File: config.mk
export PLATFORM = sky130hd
export DESIGN_NAME = display_scan_controller
export DESIGN_NICKNAME = d
export VERILOG_FILES = /design/src/rtl/display_scan_controller.sv
export SDC_FILE = /design/constraint.sdc
export NUM_CORES = 1
export LEC_CHECK = 0
export ABC_AREA = 1
export BUFFER_PORTS_ARGS = -buffer_cell sky130_fd_sc_hd__clkbuf_2
export CAP_MARGIN = 0
export CORE_ASPECT_RATIO = 0.75
export CORE_UTILIZATION = 35
export CTS_BUF_LIST = sky130_fd_sc_hd__clkbuf_8
export DETAILED_ROUTE_END_ITERATION = 6
export SLEW_MARGIN = 25
export SYNTH_ARGS = -nofsm -noshare
export SYNTH_HDL_FRONTEND = slang
export SYNTH_SLANG_ARGS = --single-unit
File: constraint.sdc
create_clock -name clk -period 7.1 [get_ports clk]
set_clock_uncertainty 0.1 [all_clocks]
set_input_delay 1.42 -clock clk [delete_from_list [all_inputs] [get_ports clk]]
set_output_delay 1.42 -clock clk [all_outputs]
set_load 0.02 [all_outputs]
File: src/rtl/display_scan_controller.sv
// rtl/display_scan_controller.sv - multiplexed 4-digit common-anode 7-segment scan driver
module display_scan_controller #(
    parameter int SCAN_DIV     = 50000,
    parameter int BLANK_CYCLES = 500
) (
    input  logic       clk,
    input  logic       reset,
    input  logic       enable,
    input  logic       lz_en,
    input  logic [3:0] bcd0,
    input  logic [3:0] bcd1,
    input  logic [3:0] bcd2,
    input  logic [3:0] bcd3,
    output logic       d0,
    output logic       d1,
    output logic       d2,
    output logic       d3,
    output logic [6:0] seg,
    output logic       frame_tick
);

    localparam int            CW        = (SCAN_DIV > 1) ? $clog2(SCAN_DIV) : 1;
    localparam logic [CW-1:0] CNT_LAST  = CW'(SCAN_DIV - 1);
    localparam logic [CW-1:0] BLANK_END = CW'(BLANK_CYCLES);

    logic [CW-1:0] cnt;
    logic [1:0]    idx;
    logic [15:0]   shadow;
    logic [3:0]    dig_q;

    logic          capture;
    logic [15:0]   shadow_eff;
    logic [3:0]    cur_val;
    logic [3:0]    suppress;
    logic [3:0]    dig_n;
    logic [6:0]    seg_n;
    logic          tick_n;

    // Active-low segment pattern {g,f,e,d,c,b,a}; non-decimal codes show a dash.
    function automatic logic [6:0] seg_decode(input logic [3:0] v);
        logic [6:0] p;
        case (v)
            4'd0:    p = 7'h40;
            4'd1:    p = 7'h79;
            4'd2:    p = 7'h24;
            4'd3:    p = 7'h30;
            4'd4:    p = 7'h19;
            4'd5:    p = 7'h12;
            4'd6:    p = 7'h02;
            4'd7:    p = 7'h78;
            4'd8:    p = 7'h00;
            4'd9:    p = 7'h10;
            default: p = 7'h3F;
        endcase
        return p;
    endfunction

    // Slot counter and digit index; disable parks both at frame start.
    always_ff @(posedge clk or posedge reset) begin
        if (reset) begin
            cnt <= '0;
            idx <= '0;
        end else if (!enable) begin
            cnt <= '0;
            idx <= '0;
        end else if (cnt == CNT_LAST) begin
            cnt <= '0;
            idx <= idx + 2'd1;
        end else begin
            cnt <= cnt + CW'(1);
        end
    end

    // Frame shadow: one coherent snapshot of all four digits per frame so mid-frame changes never tear.
    always_ff @(posedge clk or posedge reset) begin
        if (reset) begin
            shadow <= '0;
        end else if (capture) begin
            shadow <= {bcd3, bcd2, bcd1, bcd0};
        end
    end

    // Capture decision and the digit values seen by this cycle's output (fresh inputs on the capture cycle).
    always_comb begin
        capture     = enable && (cnt == '0) && (idx == 2'd0);
        shadow_eff  = capture ? {bcd3, bcd2, bcd1, bcd0} : shadow;
        cur_val     = shadow_eff[{idx, 2'b00} +: 4];
        suppress    = 4'b0000;
        suppress[3] = lz_en && (shadow_eff[15:12] == 4'd0);
        suppress[2] = suppress[3] && (shadow_eff[11:8] == 4'd0);
        suppress[1] = suppress[2] && (shadow_eff[7:4] == 4'd0);
    end

    // Next output values: dark when disabled, blanking window at slot start, suppressed digits stay off.
    always_comb begin
        dig_n  = 4'hF;
        seg_n  = 7'h7F;
        tick_n = 1'b0;
        if (enable) begin
            tick_n = capture;
            seg_n  = suppress[idx] ? 7'h7F : seg_decode(cur_val);
            if ((cnt >= BLANK_END) && !suppress[idx]) begin
                dig_n[idx] = 1'b0;
            end
        end
    end

    // Registered pin drivers.
    always_ff @(posedge clk or posedge reset) begin
        if (reset) begin
            dig_q      <= 4'hF;
            seg        <= 7'h7F;
            frame_tick <= 1'b0;
        end else begin
            dig_q      <= dig_n;
            seg        <= seg_n;
            frame_tick <= tick_n;
        end
    end

    assign d0 = dig_q[0];
    assign d1 = dig_q[1];
    assign d2 = dig_q[2];
    assign d3 = dig_q[3];

endmodule

==> results.toml <==
[drt]
wl_um = 5610
vias = 2162
wire_per_inst_um = 12.2
drc = 0
routed_via_density = 4.70
first_pass_iters = 4
postRouteAntennaNets = 0
drtIter0Drc = 62

[layout]
multi_input_area_um2 = 1210
fin_area_um2 = 2990
nets = 392
area_growth_pct = 13.5
final_layout_size_suffix_gt1_share_pct = 22.4
seq_area_um2 = 1160
antenna_cells = 0
final_core_util_pct = 42.5
fillers = 774

[hold_path]
hp-start = "shadow[2]$_DFF_PP0_"
holdPathStages = 2
worstHoldEndpoint = "shadow[2]$_DFF_PP0_"
hold_class = "reg2reg"

[logic_synthesis]
netlist_area_um2 = 2630
synth_top_cell_by_area = "dfrtp_1"
ys_top_cells_by_area = "dfrtp_1 33%, dfstp_2 11%, nand2_1 10%"
seq_area_frac_synth_pct = 44.2
synth_top_cell_area_share_pct = 33.3
synth_seq_cells = 46
yosys_warnings = 0
yosysUniqueCellTypes = 27
syn_area_per_cell_um2 = 8.08
synthCells = 326
syn-num-nets = 357

[place]
pre_cts_slack_ns = 3.58
gp_congestion = 0.838
hpwl_um = 4300
dpl_cell_area_um2 = 2880
numPortBuffers = 31

[critical_path]
worstPathMaxFanout = 12
reg2reg_depth = 17
cpPeakStageDelay_ns = 0.22
crit_top_cell = "nand3_1"
crit_path_cell_trace = "clkbuf_2 -> nand3_2 -> nor2_4 -> nand3_4 -> inv_1 -> nand2_1 -> nand3_1 -> nand3_1 -> nand2_2 -> inv_1 -> ha_1 -> nand3b_1 -> nand3_1 -> nand3_1"
critPathKind = "in2reg"
crit_path_end_kind = "flop"
worstPathArrival_ns = 3.34
startpoint_type = "input port"
critPathRequiredTime_ns = 7.23
r2r-end = "seg[3]$_DFF_PP1_"
rrSetupSlack_ns = 4.05
r2r_start = "idx[0]$_DFFE_PP0P_"
slowest_stage = "nor2_4"

[status]
status = "finished clean"

[cts]
clkTransAtPathRegs_ns = 0.09
cts_buffer_depth = 2
cts_root_buffer = "clkbuf_8"
ctsHoldBuffers = 0
cts_tree = "done"
cts_resized = 0
htree_levels = 2
clock-sinks = 46
post_cts_buffers = 0
clkLatencyLatePin_ns = 0.31
cts_buffers = 5

[die]
fp.dieH_um = 77.1
die_x_um = 102
io_pins = 32
die-area_um2 = 7880
core_um2 = 7030
rows = 26
start_util_pct = 37.5

[grt]
grt_overflow = 0
track_usage_pct = 15.9
grt_pass1_wl_um = 9750
antenna_found_initial = 0
grt_max_degree = 47
grt_pass1_vias = 2081

[power_and_ir_drop]
pwr-share-clk_pct = 29.4
p_per_area_nw_per_um2 = 225
pwr-share-seq_pct = 46.5
internal_power_mw = 0.459
p_leak_nw = 1.53
sw_frac_of_total_pct = 31.7
power_frac_comb_pct = 24.1
vdd_drop_max_mv = 0.0949
p_sw_mw = 0.213

[flow_run]
maxCapViolations = 0

[sta]
setup_ws_ns = 3.89
fmax_ghz = 0.311
fin_setup_tns_ns = 0
fin_crit_sh_pct = 45.3
rsz0062_at_grt = "no"
setup_viol = 0
slew_violations = 0
hold_viol = 0
finalHoldWorstSlack_ns = 0.383
min_period_ns = 3.21
worstMarginPinSlew_ns = 0.786
slew_headroom_pct = 47.5
## stage by stage
stage               cells  power, mW
global route          460      0.717
detailed placement    452      0.480
global placement      452      0.478
CTS                   460      0.682
floorplan             326      0.439
finish                460      0.672
## logic make-up after synthesis
logic type	count (synthesis)	synth area share (%)
flops	46	44.2
buf+inv	63	9.84
fa+ha+maj	11	5.23
xor+xnor	2	0.666
simple gates	185	35.5
compound gates	19	4.56
## area by class of cell
| type | instances | share of cell area (%) |
|---|---|---|
| well taps | 98 | 4.11 |
| flip-flops and latches | 46 | 39.0 |
| repair buffers | 31 | 5.19 |
| clock inverters | 3 | 1.34 |
| inverters | 60 | 7.58 |
| multi-input cells | 217 | 40.5 |
| clock buffers | 5 | 2.30 |
## worst max path at each step
stage / startpoint / to / cells past startpoint
2_1_floorplan: enable / seg[0]$_DFF_PP1_ / 15
3_3_place_gp: enable / seg[0]$_DFF_PP1_ / 16
3_5_place_dp: enable / seg[3]$_DFF_PP1_ / 14
4_1_cts: enable / seg[3]$_DFF_PP1_ / 14
5_1_grt: enable / seg[0]$_DFF_PP1_ / 16
6_report: enable / seg[3]$_DFF_PP1_ / 14
## flip-flops by register name (all words and copies together) (netlist names)
signal,flops
cnt,16
dig_q,4
frame_tick,1
idx,2
seg,7
shadow,16
## per-layer routing
metal  global-route usage, %  up-vias  wire length (um)
met3                    3.74       11               260
met4                    4.71        0                84
met5                       0        -                 0
met1                    23.7      998              2870
met2                    22.6       44              2390
li1                        -     1109                 -
## cell usage after synthesis
library cell	count
a211oi_1	1
a21oi_1	7
and3_1	1
buf_6	3
clkinv_1	2
dfrtp_1	35
dfstp_2	11
ha_1	11
inv_1	55
inv_2	3
nand2_1	72
nand2_2	8
nand3_1	37
nand3_2	3
nand3_4	2
nand3b_1	1
nand4_1	18
nor2_1	23
nor2_2	6
nor2_4	6
nor3_1	5
nor3b_1	1
nor4_1	2
o21ai_0	7
o21ai_1	2
o21ai_4	2
xnor2_1	2
## cells in the final DEF, fill, tap and decap left out, types with 3 or more instances in the layout
cell type	netlist	routed
dfrtp_1	35	35
clkinv_2	0	3
nand4_1	18	18
ha_1	11	11
nor2_2	6	6
nand3_1	37	37
inv_2	3	3
clkbuf_8	0	5
o21ai_0	7	7
dfstp_2	11	11
nand3_2	3	3
nor2_4	6	6
nor3_1	5	5
inv_1	55	54
nor2_1	23	23
nand2_1	72	72
nand2_2	8	8
a21oi_1	7	7
clkbuf_2	0	31
## critical path: cells and delay by family
kind | cells | cell delay, ns
AND/OR/NAND/NOR | 10 | 1.32
buffers and inverters | 3 | 0.41
adder cells (fa/ha/maj) | 1 | 0.19
## power groups by stage
stage / clock network [mW] / registers (mW) / logic [mW]
3_5_place_dp: 0 / 0.317 / 0.163
5_1_grt: 0.213 / 0.316 / 0.188
6_report: 0.198 / 0.312 / 0.162
3_3_place_gp: 0 / 0.317 / 0.161
4_1_cts: 0.205 / 0.313 / 0.164
2_1_floorplan: 0 / 0.329 / 0.110
Note: power is estimated with default switching activity, not from simulation.
